<file path="config.mk">
export PLATFORM = sky130hd
export DESIGN_NAME = spi_master_ctrl
export DESIGN_NICKNAME = d
export VERILOG_FILES = /design/src/rtl/spi_master_ctrl.sv
export SDC_FILE = /design/constraint.sdc
export NUM_CORES = 1
export LEC_CHECK = 0
export ABC_AREA = 1
export BUFFER_PORTS_ARGS = -buffer_cell sky130_fd_sc_hd__buf_2
export CORE_MARGIN = 1.5
export CORE_UTILIZATION = 55
export CTS_BUF_LIST = sky130_fd_sc_hd__clkbuf_2 sky130_fd_sc_hd__clkbuf_4 sky130_fd_sc_hd__clkbuf_8
export CTS_CLUSTER_DIAMETER = 150
export DETAILED_ROUTE_END_ITERATION = 16
export PLACE_DENSITY_LB_ADDON = 0.25
export SLEW_MARGIN = 15
export SYNTH_ARGS = -nofsm -noshare
export SYNTH_HDL_FRONTEND = slang
export SYNTH_SLANG_ARGS = --single-unit
</file>
<file path="constraint.sdc">
create_clock -name clk -period 1.8 [get_ports clk]
set_input_delay 0.09 -clock clk [delete_from_list [all_inputs] [get_ports clk]]
set_output_delay 0.09 -clock clk [all_outputs]
set_load 0.02 [all_outputs]
</file>
<file path="src/rtl/spi_master_ctrl.sv">
`default_nettype none
// ============================================================================
// Module      : spi_master_ctrl
// Description : SPI mode-0 master transfer controller, paced by spi_clk_en.
// Revision    : 1.0 - initial release
// ============================================================================
module spi_master_ctrl #(
    parameter int DATA_W = 8
) (
    input  logic              clk,
    input  logic              rst_n,
    input  logic              spi_clk_en,
    input  logic              start,
    input  logic [DATA_W-1:0] tx_data,
    input  logic              miso,
    output logic              sclk,
    output logic              mosi,
    output logic              cs_n,
    output logic              busy,
    output logic              done,
    output logic [DATA_W-1:0] rx_data
);

    localparam int CNT_W = $clog2(DATA_W);
    localparam logic [CNT_W-1:0] C_LAST_BIT = CNT_W'(DATA_W - 1);

    typedef enum logic [1:0] {
        ST_IDLE  = 2'd0,
        ST_SETUP = 2'd1,
        ST_XFER  = 2'd2,
        ST_HOLD  = 2'd3
    } state_t;

    state_t            state_q,    state_d;
    logic              sclk_q,     sclk_d;
    logic              mosi_q,     mosi_d;
    logic              cs_n_q,     cs_n_d;
    logic              busy_q,     busy_d;
    logic              done_q,     done_d;
    logic [DATA_W-1:0] rx_data_q,  rx_data_d;
    logic [DATA_W-1:0] tx_shift_q, tx_shift_d;
    logic [DATA_W-1:0] rx_shift_q, rx_shift_d;
    logic [CNT_W-1:0]  bit_cnt_q,  bit_cnt_d;

    always_ff @(posedge clk or negedge rst_n) begin
        if (!rst_n) begin
            state_q    <= ST_IDLE;
            sclk_q     <= 1'b0;
            mosi_q     <= 1'b0;
            cs_n_q     <= 1'b1;
            busy_q     <= 1'b0;
            done_q     <= 1'b0;
            rx_data_q  <= '0;
            tx_shift_q <= '0;
            rx_shift_q <= '0;
            bit_cnt_q  <= '0;
        end else begin
            state_q    <= state_d;
            sclk_q     <= sclk_d;
            mosi_q     <= mosi_d;
            cs_n_q     <= cs_n_d;
            busy_q     <= busy_d;
            done_q     <= done_d;
            rx_data_q  <= rx_data_d;
            tx_shift_q <= tx_shift_d;
            rx_shift_q <= rx_shift_d;
            bit_cnt_q  <= bit_cnt_d;
        end
    end

    always_comb begin
        state_d    = state_q;
        sclk_d     = sclk_q;
        mosi_d     = mosi_q;
        cs_n_d     = cs_n_q;
        busy_d     = busy_q;
        done_d     = 1'b0;
        rx_data_d  = rx_data_q;
        tx_shift_d = tx_shift_q;
        rx_shift_d = rx_shift_q;
        bit_cnt_d  = bit_cnt_q;

        case (state_q)
            ST_IDLE: begin
                if (start) begin
                    tx_shift_d = tx_data;
                    mosi_d     = tx_data[DATA_W-1];
                    cs_n_d     = 1'b0;
                    busy_d     = 1'b1;
                    bit_cnt_d  = '0;
                    state_d    = ST_SETUP;
                end
            end
            ST_SETUP: begin
                if (spi_clk_en) begin
                    state_d = ST_XFER;
                end
            end
            ST_XFER: begin
                if (spi_clk_en) begin
                    if (!sclk_q) begin
                        sclk_d     = 1'b1;
                        rx_shift_d = {rx_shift_q[DATA_W-2:0], miso};
                    end else if (bit_cnt_q != C_LAST_BIT) begin
                        sclk_d     = 1'b0;
                        bit_cnt_d  = bit_cnt_q + CNT_W'(1);
                        // Rotating keeps every bit live; the wrapped MSB is never driven out.
                        tx_shift_d = {tx_shift_q[DATA_W-2:0], tx_shift_q[DATA_W-1]};
                        mosi_d     = tx_shift_q[DATA_W-2];
                    end else begin
                        sclk_d  = 1'b0;
                        mosi_d  = 1'b0;
                        state_d = ST_HOLD;
                    end
                end
            end
            ST_HOLD: begin
                if (spi_clk_en) begin
                    cs_n_d    = 1'b1;
                    rx_data_d = rx_shift_q;
                    done_d    = 1'b1;
                    busy_d    = 1'b0;
                    state_d   = ST_IDLE;
                end
            end
            default: begin
                state_d = ST_IDLE;
            end
        endcase
    end

    assign sclk    = sclk_q;
    assign mosi    = mosi_q;
    assign cs_n    = cs_n_q;
    assign busy    = busy_q;
    assign done    = done_q;
    assign rx_data = rx_data_q;

endmodule
`default_nettype wire

</file>
==> results of run 1 <==
-- routing by layer --
| layer | wire length [um] | vias to the layer above | GRT usage (%) |
|---|---|---|---|
| met1 | 1390 | 589 | 28.3 |
| met5 | 0 | - | 0 |
| met4 | 14 | 0 | 6.64 |
| met3 | 108 | 4 | 6.35 |
| li1 | - | 680 | - |
| met2 | 1530 | 26 | 35.4 |
-- sequential cells by signal, summed over array words and instances, names as in the netlist --
name,flops
bit_cnt_q,3
busy,1
cs_n,1
done,1
mosi,1
rx_data,8
rx_shift_q,8
sclk,1
state_q,2
tx_shift_q,8
-- synthesized netlist by cell type (all sizes together) --
cell / n / area, um2
dfrtp: 33 / 826
buf: 6 / 38.8
nand3: 5 / 30.0
inv: 21 / 78.8
nand2: 98 / 370
o211ai: 1 / 7.51
ha: 8 / 100
dfstp: 1 / 26.3
nor2: 5 / 21.3
a21oi: 1 / 5.00
a21boi: 1 / 7.51
o21a: 1 / 7.51
nand3b: 2 / 15.0
o21ai: 19 / 98.9
-- tightest hold or removal path: stages --
cell	delay (ns)
sky130_fd_sc_hd__buf_2	0.07
sky130_fd_sc_hd__nand2_1	0.04
sky130_fd_sc_hd__nand2_1	0.05
sky130_fd_sc_hd__nand2_1	0.05
sky130_fd_sc_hd__nand2_1	0.05
-- power by group --
part / leakage (nW) / switching, mW / total [mW] / internal (mW)
Clock: 0.0374 / 0.270 / 0.561 / 0.291
Combinational: 0.606 / 0.987 / 1.50 / 0.508
Sequential: 0.437 / 0.185 / 1.27 / 1.09
Total: 1.08 / 1.44 / 3.33 / 1.89
-- final timing paths --
path / from / to / cells past startpoint
min: tx_data[2] / tx_shift_q[2]$_DFFE_PN0P_ / 5
min in group asynchronous: rst_n / state_q[1]$_DFFE_PN0P_ / 2
min reg2reg: rx_shift_q[7]$_DFFE_PN0P_ / rx_data[7]$_DFFE_PN0P_ / 2
max reg2reg: state_q[0]$_DFFE_PN0P_ / bit_cnt_q[1]$_DFFE_PN0P_ / 8
max in group asynchronous: rst_n / sclk$_DFFE_PN0P_ / 2
max: state_q[0]$_DFFE_PN0P_ / bit_cnt_q[1]$_DFFE_PN0P_ / 8
-- cell families (layout without fill, tap and decap cells) --
family / Yosys count / count (layout) / synth area share, %
buf+inv: 27 / 58 / 7.20
compound gates: 23 / 23 / 7.74
fa+ha+maj: 8 / 8 / 6.13
flops: 34 / 34 / 52.2
simple gates: 110 / 110 / 26.7
-- layout make-up --
class	instances	area, um2
clock inverters	3	45.0
repair buffers	29	160
well taps	31	38.8
inverters	21	78.8
clock buffers	5	37.5
fillers	226	898
flip-flops and latches	34	852
multi-input cells	141	671
-- what timing repair did --
action	4_1_cts	5_1_grt
hold endpoints to repair	34	0
gates resized for setup	0	2
setup endpoints to repair	0	11
hold buffers	2	0
==> metrics.log, run 1 <==
[metrics] result of the run: completed
[metrics] effective utilization at floorplan: approximately 59%
[metrics] total nets after synthesis: ~220
[metrics] Worst Clk Skew: ~0.01 ns
[metrics] most common cell after layout, fill and taps aside: sky130_fd_sc_hd__nand2_1
[metrics] non-filler instance count after layout: approximately 260
[metrics] CTS sink cnt: 34
[metrics] worst slew margin relative to its limit: a little over half
[metrics] sequential share of the synthesized area: 52.2%
[metrics] internal reg-to-reg setup slack: approximately 0.19 ns
[metrics] final worst path period share: a little under 90%
[metrics] IO buf count: 25
[metrics] buffer and inverter count on the worst path: 2
[metrics] H-tree Lvls: 2
[metrics] clock tree from TritonCTS: built
[metrics] deepest clock path buffer count: 2
[metrics] critical path cell sequence: inv_1 > ha_1 > inv_2 > nand2_1 > nand3_1 > nor2_4 > nand2_1 > nand2_1
[metrics] antenna violations before repair: 0
[metrics] Fin. Hold Viols: 0
[metrics] average vias per placed instance: just under 5
[metrics] First-pass DRT Iterations: 5
[metrics] IO Count: 26
[metrics] Routed wire per std cell: 11.5 um
[metrics] delay of the slowest cell on the worst path: 0.43 ns
[metrics] number of instances in the placed design: between 200 and 300
[metrics] Synth Warn #: 0
[metrics] unrepaired setup endpoints after global routing: no
[metrics] slowest stage cell on the critical path: sky130_fd_sc_hd__dfrtp_1
[metrics] Crit. End Element: flip-flop
[metrics] crit path kind: reg -> reg
[metrics] Avg Cell Area, Syn: around 8.1 um2
[metrics] Die H: about 57 um
[metrics] peak supply drop: 1.31 mV
[metrics] total number of vias: about 1,300
[metrics] Netlist Area Pre-Place: between 1500 and 2000 um2
[metrics] final cell area excluding filler cells: between 1500 and 2000 um2
[metrics] Routed WL: approximately 3000 um
[metrics] number of setup violations in the final report: 0
[metrics] number of routed nets with antenna violations: 0
[metrics] Row Count: 19
[metrics] instance count of the mapped netlist: 202
[metrics] DR DRC count: 0
[metrics] number of global-route vias before repair: 1,247
[metrics] hold crit path type: in -> reg
[metrics] number of register bits inferred by synthesis: 34
[metrics] clock-pin slew of the registers on the worst-case setup and hold paths: approximately 0.11 ns
[metrics] nature of the critical path startpoint: flip-flop
[metrics] gr ovfl total: 0
[metrics] pin count of the biggest net entering global routing: 35
[metrics] HPWL after detailed placement: around 2200 um
[metrics] time the worst path needs with I/O delays and setup: about 1.6 ns
[metrics] Static Leakage: 1.08 nW
[metrics] Least-Margin Pin Slew: a little over 0.7 ns
[metrics] maximum achievable frequency: a little over 0.6 GHz
[metrics] post-place instance area: ~1800 um2
[metrics] starting DRC count in detailed routing: between 70 and 80
[metrics] post-CTS setup buffer count: 0
[metrics] clk_lat worst skew: 0.34 ns
[metrics] aggregate global-route resource usage: a little over a fifth
[metrics] power after layout: 3.33 mW
[metrics] share of the core filled with cells in the final layout: roughly two thirds
[metrics] Die X: between 50 and 60 um
[metrics] Ant. Diodes: 0
[metrics] synth unique cells: 22
[metrics] die area: ~3300 um2
[metrics] Root Driver: sky130_fd_sc_hd__clkbuf_4
[metrics] routability congestion estimate from global placement: around 0.83
[metrics] post-place setup slack: roughly 0.11 ns
[metrics] total core area: 2780 um2
[metrics] highest net fanout along the worst path: 11
[metrics] share of post-route cells with drive strength above 1: slightly below 20%
[metrics] first-pass GRT wire length: about 5500 um
[metrics] Worst EP required: around 2.1 ns
[metrics] data arrival time at the worst-slack endpoint: ~1.9 ns
[metrics] worst-case setup margin in the final layout: 0.189 ns
[metrics] Final Slew Violations: 0
[metrics] worst hold-check slack: approximately 0.042 ns
[metrics] clock buffer count from CTS: 5
[metrics] final layout net count: ~250
[metrics] area added between synthesis and finish: 15.3%
[metrics] Power per Cell Area: around 1800 nW/um2
[metrics] accumulated negative setup slack: 0 ns
[metrics] cell with the most instances on the worst path: sky130_fd_sc_hd__nand2_1
[metrics] most frequent cells in the layout: sky130_fd_sc_hd__nand2_1 (96), sky130_fd_sc_hd__dfrtp_1 (33), sky130_fd_sc_hd__buf_2 (25)
[metrics] largest delay contributor family on the critical path: simple AND/OR/NAND/NOR gates
[metrics] number of max-cap violations: 0
No activity file was read; power rests on OpenSTA's default activity.
==> run 2: changes to the inputs <==
- CORE_UTILIZATION: 55 -> 57
- RECOVER_POWER: default -> 25
==> metrics.log, run 2 (synthesized netlist as in run 1, its figures left out) <==
[metrics] unrepaired setup endpoints after global routing: no
[metrics] die area: between 3000 and 4000 um2
[metrics] critical path cell sequence: inv_1 > ha_1 > nand2_1 > nand2_1 > nor2_1 > nand2_2 > nand2_1 > nand2_1
[metrics] Routed WL: 3000 um
[metrics] CTS sink cnt: 34
[metrics] worst hold-check slack: roughly 0.044 ns
[metrics] IO Count: 26
[metrics] number of global-route vias before repair: about 1,300
[metrics] IO buf count: 25
[metrics] total number of vias: between 1,000 and 1,500
[metrics] Least-Margin Pin Slew: 0.808 ns
[metrics] crit path kind: reg -> reg
[metrics] delay of the slowest cell on the worst path: between 0.4 and 0.5 ns
[metrics] pin count of the biggest net entering global routing: 35
[metrics] number of fill cells: 230
[metrics] first-pass GRT wire length: ~5200 um
[metrics] internal reg-to-reg setup slack: approximately 0.19 ns
[metrics] average vias per placed instance: 5.11
[metrics] Fin. Hold Viols: 0
[metrics] HPWL after detailed placement: about 2100 um
[metrics] hold crit path type: in -> reg
[metrics] cell with the most instances on the worst path: sky130_fd_sc_hd__nand2_1
[metrics] peak supply drop: roughly 1.2 mV
[metrics] terminus of the critical flop-to-flop path: bit_cnt_q[2]$_DFFE_PN0P_
[metrics] final layout net count: ~250
[metrics] clock tree from TritonCTS: built
[metrics] First-pass DRT Iterations: 4
[metrics] Row Count: 19
[metrics] aggregate global-route resource usage: a little over a fifth
[metrics] Final Slew Violations: 0
[metrics] routability congestion estimate from global placement: 0.810
[metrics] clk_lat worst skew: 0.33 ns
[metrics] buffer and inverter count on the worst path: 1
[metrics] effective utilization at floorplan: about three fifths
[metrics] most frequent cells in the layout: sky130_fd_sc_hd__nand2_1 (96), sky130_fd_sc_hd__dfrtp_1 (33), sky130_fd_sc_hd__buf_2 (24)
[metrics] non-filler instance count after layout: around 260
[metrics] Die H: 56.5 um
[metrics] clock-pin slew of the registers on the worst-case setup and hold paths: between 0.1 and 0.15 ns
[metrics] time the worst path needs with I/O delays and setup: roughly 1.6 ns
[metrics] worst hold path startpoint: start
[metrics] Routed wire per std cell: about 11 um
[metrics] H-tree Lvls: 2
[metrics] number of gates on the worst path with buffers counted: 8
[metrics] starting DRC count in detailed routing: slightly below 60
[metrics] accumulated negative setup slack: 0 ns
[metrics] deepest clock path buffer count: 2
[metrics] total area of sequential cells: 852 um2
[metrics] highest net fanout along the worst path: 11
[metrics] largest delay contributor family on the critical path: simple AND/OR/NAND/NOR gates
[metrics] share of post-route cells with drive strength above 1: 19.3%
[metrics] Reg2Reg Launch Point: state_q[0]$_DFFE_PN0P_
[metrics] Reg2Reg Depth: 8
[metrics] number of instances in the placed design: 254
[metrics] endpoint of the worst hold path: busy$_DFFE_PN0P_
[metrics] antenna violations before repair: 0
[metrics] Hold Path Stages: 3
[metrics] area added between synthesis and finish: 15.7%
[metrics] final worst path period share: 89.7%
[metrics] Multi-input gate area: roughly 670 um2
[metrics] nature of the critical path startpoint: flip-flop
[metrics] total core area: about 2700 um2
[metrics] Ant. Diodes: 0
[metrics] share of the core filled with cells in the final layout: between 60% and 70%
[metrics] Power per Cell Area: ~1800 nW/um2
[metrics] Crit. End Element: flip-flop
[metrics] Die X: around 57 um
[metrics] worst slew margin relative to its limit: a little under half
[metrics] maximum achievable frequency: 0.620 GHz
[metrics] gr ovfl total: 0
[metrics] Root Driver: sky130_fd_sc_hd__clkbuf_4
[metrics] Static Leakage: between 1 and 1.5 nW
[metrics] DR DRC count: 0
[metrics] data arrival time at the worst-slack endpoint: about 1.9 ns
[metrics] Worst EP required: approximately 2.0 ns
[metrics] slowest stage cell on the critical path: sky130_fd_sc_hd__dfrtp_1
[metrics] number of routed nets with antenna violations: 0
[metrics] clock buffer count from CTS: 5
[metrics] Worst Clk Skew: about 0.0056 ns
[metrics] most common cell after layout, fill and taps aside: sky130_fd_sc_hd__nand2_1
[metrics] number of setup violations in the final report: 0
[metrics] number of max-cap violations: 0
[metrics] result of the run: completed
-- run 2: changes by cell type in the layout (fill, tap and decap cells not counted), sizes merged --
cell / delta
buf: -1
clkinvlp: -2
clkbuf: +3
-- run 2: layer usage --
| layer | track usage (%) | part of all wire (%) | vias to the layer above |
|---|---|---|---|
| met1 | 24.8 | 45 | 630 |
| li1 | - | - | 684 |
| met5 | 0 | 0 | - |
| met4 | 9.18 | 1.4 | 0 |
| met3 | 7.37 | 4.8 | 6 |
| met2 | 34.2 | 49 | 29 |
-- run 2: worst max-delay path by stage --
stage	start	to	slack, ns
2_1_floorplan	state_q[0]$_DFFE_PN0P_	bit_cnt_q[2]$_DFFE_PN0P_	0.41
3_3_place_gp	state_q[0]$_DFFE_PN0P_	tx_shift_q[6]$_DFFE_PN0P_	0.23
3_5_place_dp	state_q[0]$_DFFE_PN0P_	tx_shift_q[6]$_DFFE_PN0P_	0.15
4_1_cts	state_q[0]$_DFFE_PN0P_	bit_cnt_q[1]$_DFFE_PN0P_	0.10
5_1_grt	state_q[0]$_DFFE_PN0P_	tx_shift_q[6]$_DFFE_PN0P_	0.07
6_report	state_q[0]$_DFFE_PN0P_	bit_cnt_q[2]$_DFFE_PN0P_	0.19
-- run 2: area by class of cell --
type                            count  area share, %
Timing Repair Buffer               29           8.48
Tap cell                           31           2.05
Clock buffer                        7           3.11
Clock inverter                      1           1.59
Sequential cell                    34           45.1
Multi-Input combinational cell    141           35.5
Inverter                           21           4.17
-- run 2: worst register-to-register path: cells and delay by family (launching register included) --
| family | cells | cell delay (ns) |
|---|---|---|
| adders and majority gates | 1 | 0.28 |
| buffers and inverters | 1 | 0.09 |
| and+or+nand+nor | 6 | 0.74 |
| DFF | 1 | 0.41 |
-- run 2: repair_timing --
item                       4_1_cts  5_1_grt
gates resized for setup          0        2
setup buffers                    0        0
setup endpoints to repair        0       11
hold buffers                     2        0
hold endpoints to repair        34        0
-- run 2: power breakdown --
group / total (mW) / switching (mW) / internal (mW)
Sequential: 1.26 / 0.178 / 1.09
Combinational: 1.49 / 0.985 / 0.506
Clock: 0.605 / 0.259 / 0.347
-- run 2: metrics by stage --
| step | cell area [um2] | total power, mW | worst slack, ns |
|---|---|---|---|
| finish | 1890 | 3.36 | 0.186 |
| global route | 1890 | 3.65 | 0.0727 |
| CTS | 1880 | 3.36 | 0.102 |
| detailed placement | 1770 | 2.74 | 0.149 |
| global placement | 1770 | 2.66 | 0.233 |
| floorplan | 1630 | 2.40 | 0.412 |
==> run 3: changes to the inputs <==
- ABC_AREA: 1 -> default
==> metrics.log, run 3 <==
[metrics] Crit. End Element: flip-flop
[metrics] most common cell after layout, fill and taps aside: sky130_fd_sc_hd__dfrtp_1
[metrics] Reg2Reg Launch Point: state_q[1]$_DFFE_PN0P_
[metrics] most used standard cells in the synthesized netlist: sky130_fd_sc_hd__dfrtp_1 (33), sky130_fd_sc_hd__mux2_2 (26), sky130_fd_sc_hd__nand2_1 (9)
[metrics] number of global-route vias before repair: 1,023
[metrics] final layout net count: 174
[metrics] final worst path period share: between 90% and 100%
[metrics] number of fill cells: 194
[metrics] Fin. Hold Viols: 0
[metrics] share of post-route cells with drive strength above 1: between 50% and 60%
[metrics] IO buf count: 25
[metrics] gr ovfl total: 0
[metrics] worst slew margin relative to its limit: approximately 45%
[metrics] synth unique cells: 23
[metrics] Root Driver: sky130_fd_sc_hd__clkbuf_4
[metrics] Reg2Reg Depth: 5
[metrics] First-pass DRT Iterations: 3
[metrics] HPWL after detailed placement: roughly 1800 um
[metrics] clock-pin slew of the registers on the worst-case setup and hold paths: 0.11 ns
[metrics] unrepaired setup endpoints after global routing: no
[metrics] Post-synth EDFFs: 0
[metrics] routability congestion estimate from global placement: ~0.79
[metrics] Routed WL: between 2000 and 3000 um
[metrics] Static Leakage: about 0.98 nW
[metrics] Multi-input gate area: about 800 um2
[metrics] effective utilization at floorplan: between 50% and 60%
[metrics] result of the run: completed
[metrics] flip-flop cell with the highest count after synthesis: sky130_fd_sc_hd__dfrtp_1
[metrics] share of the core filled with cells in the final layout: between 70 and 80%
[metrics] Ant. Diodes: 0
[metrics] maximum achievable frequency: slightly below 0.6 GHz
[metrics] peak supply drop: approximately 1.2 mV
[metrics] clock tree from TritonCTS: built
[metrics] clk_lat worst skew: ~0.32 ns
[metrics] H-tree Lvls: 2
[metrics] starting DRC count in detailed routing: 10
[metrics] library cell with the highest instance count after synthesis: sky130_fd_sc_hd__dfrtp_1
[metrics] total nets after synthesis: between 100 and 150
[metrics] Row Count: 19
[metrics] aggregate global-route resource usage: between 10% and 20%
[metrics] die area: 3190 um2
[metrics] Netlist Area Pre-Place: between 1500 and 2000 um2
[metrics] non-filler instance count after layout: 185
[metrics] highest net fanout along the worst path: 6
[metrics] nature of the critical path startpoint: flip-flop
[metrics] Final Slew Violations: 0
[metrics] total area of sequential cells: around 850 um2
[metrics] proportion of register bits with asynchronous set or reset after synthesis: 100%
[metrics] Avg Cell Area, Syn: between 10 and 15 um2
[metrics] IO Count: 26
[metrics] sequential share of the synthesized area: a little over half
[metrics] clock buffer count from CTS: 5
[metrics] DR DRC count: 0
[metrics] pin count of the biggest net entering global routing: 35
[metrics] Hold Path Stages: 3
[metrics] deepest clock path buffer count: 2
[metrics] number of setup violations in the final report: 0
[metrics] total number of vias: 968
[metrics] first-pass GRT wire length: between 4000 and 5000 um
[metrics] antenna violations before repair: 0
[metrics] Power per Cell Area: 1810 nW/um2
[metrics] area share of the largest cell type after synthesis: roughly 51%
[metrics] number of instances in the placed design: 173
[metrics] crit path kind: reg -> reg
[metrics] Worst EP required: around 2.0 ns
[metrics] terminus of the critical flop-to-flop path: tx_shift_q[0]$_DFFE_PN0P_
[metrics] number of routed nets with antenna violations: 0
[metrics] Die H: 56.4 um
[metrics] instance count of the mapped netlist: 119
[metrics] average vias per placed instance: between 5 and 6
[metrics] data arrival time at the worst-slack endpoint: between 1.5 and 2 ns
[metrics] CTS sink cnt: 34
[metrics] hold crit path type: in -> reg
[metrics] total core area: 2730 um2
[metrics] Worst Clk Skew: between 0.01 and 0.015 ns
[metrics] Synth Warn #: 0
[metrics] area added between synthesis and finish: 21.4%
[metrics] time the worst path needs with I/O delays and setup: between 1.5 and 2 ns
[metrics] internal reg-to-reg setup slack: 0.08 ns
[metrics] largest cells by area after synthesis: sky130_fd_sc_hd__dfrtp_1 (51%), sky130_fd_sc_hd__mux2_2 (18%), sky130_fd_sc_hd__mux2_4 (7.4%)
[metrics] number of max-cap violations: 0
[metrics] number of register bits inferred by synthesis: 34
[metrics] most frequent cells in the layout: sky130_fd_sc_hd__dfrtp_1 (32), sky130_fd_sc_hd__mux2_2 (26), sky130_fd_sc_hd__buf_2 (24)
[metrics] endpoint of the worst hold path: sclk$_DFFE_PN0P_
[metrics] Routed wire per std cell: ~15 um
[metrics] Die X: 56.4 um
[metrics] biggest area consumer among synthesized cells: sky130_fd_sc_hd__dfrtp_1
[metrics] Least-Margin Pin Slew: slightly above 0.8 ns
[metrics] worst hold path startpoint: spi_clk_en
-- run 3: changes by cell type after synthesis, moves of 3 or more --
cell / change
sky130_fd_sc_hd__o21ai_1: -12
sky130_fd_sc_hd__nand3_1: -4
sky130_fd_sc_hd__nor2b_1: +3
sky130_fd_sc_hd__inv_2: -4
sky130_fd_sc_hd__mux2_2: +26
sky130_fd_sc_hd__mux2i_1: +4
sky130_fd_sc_hd__nand2_1: -88
sky130_fd_sc_hd__mux2_4: +8
sky130_fd_sc_hd__inv_1: -11
sky130_fd_sc_hd__o21ai_0: -4
sky130_fd_sc_hd__buf_2: -3
-- run 3: logic make-up after synthesis --
group / count (synthesis) / synth area share [%]
AOI/OAI and AO/OA: 7 / 2.61
xor gates and xnor gates: 1 / 0.538
muxes: 38 / 27.8
and+or+nand+nor: 21 / 7.69
DFF: 34 / 52.3
buffers and inverters: 10 / 2.84
adders and majority gates: 8 / 6.15
-- run 3: where the power goes --
| part | switching (mW) | internal (mW) |
|---|---|---|
| Combinational | 0.769 | 0.989 |
| Sequential | 0.199 | 1.10 |
| Clock | 0.244 | 0.267 |
-- run 3: worst max-delay path by stage --
| stage | start | end | slack, ns | cells after the start |
|---|---|---|---|---|
| 3_5_place_dp | state_q[1]$_DFFE_PN0P_ | tx_shift_q[0]$_DFFE_PN0P_ | -0.03 | 5 |
| 2_1_floorplan | state_q[0]$_DFFE_PN0P_ | bit_cnt_q[0]$_DFFE_PN0P_ | 0.1 | 6 |
| 4_1_cts | state_q[1]$_DFFE_PN0P_ | tx_shift_q[0]$_DFFE_PN0P_ | 0.0002 | 5 |
| 3_3_place_gp | state_q[0]$_DFFE_PN0P_ | tx_shift_q[0]$_DFFE_PN0P_ | 0.05 | 5 |
| 5_1_grt | state_q[1]$_DFFE_PN0P_ | tx_shift_q[0]$_DFFE_PN0P_ | 0.01 | 5 |
| 6_report | state_q[1]$_DFFE_PN0P_ | tx_shift_q[0]$_DFFE_PN0P_ | 0.08 | 5 |
-- run 3: cell type report --
type                    instances  share of cell area (%)
flip-flops and latches         34                    43.2
multi-input cells              76                    40.6
repair buffers                 30                    9.12
clock buffers                   8                    3.99
well taps                      31                    1.96
inverters                       6                    1.14
-- run 3: repair_timing --
action	CTS	global route
gates resized for setup	2	10
hold buffers	2	0
hold endpoints to repair	34	0
buffers inserted	1	0
gates cloned	1	0
pin swaps	1	1
setup endpoints to repair	9	19
-- run 3: critical path, cell delays in order (launching register included) --
cell and delay, ns:
sky130_fd_sc_hd__dfrtp_2 0.46, sky130_fd_sc_hd__inv_1 0.12, sky130_fd_sc_hd__ha_4 0.18, sky130_fd_sc_hd__mux2i_4 0.25, sky130_fd_sc_hd__nand4bb_4 0.25, sky130_fd_sc_hd__mux2_2 0.35
-- run 3: routing by layer --
metal / track usage [%] / part of all wire [%] / up-vias
met5: 0 / 0 / -
met2: 32.2 / 52 / 18
met4: 7.14 / 1.0 / 0
li1: - / - / 480
met1: 23.0 / 44 / 468
met3: 4.84 / 3.3 / 2
-- run 3: stage by stage --
step	TNS (ns)	hold WS (ns)	worst slack, ns	power [mW]	cell area [um2]
global placement	0	0.185	0.0496	2.83	1800
detailed placement	-0.158	0.193	-0.0259	2.91	1800
finish	0	0.0778	0.0840	3.57	1980
CTS	0	0.0570	0.000203	3.51	1930
global route	0	0.0783	0.0107	3.80	1980
floorplan	0	-0.206	0.0962	2.52	1630
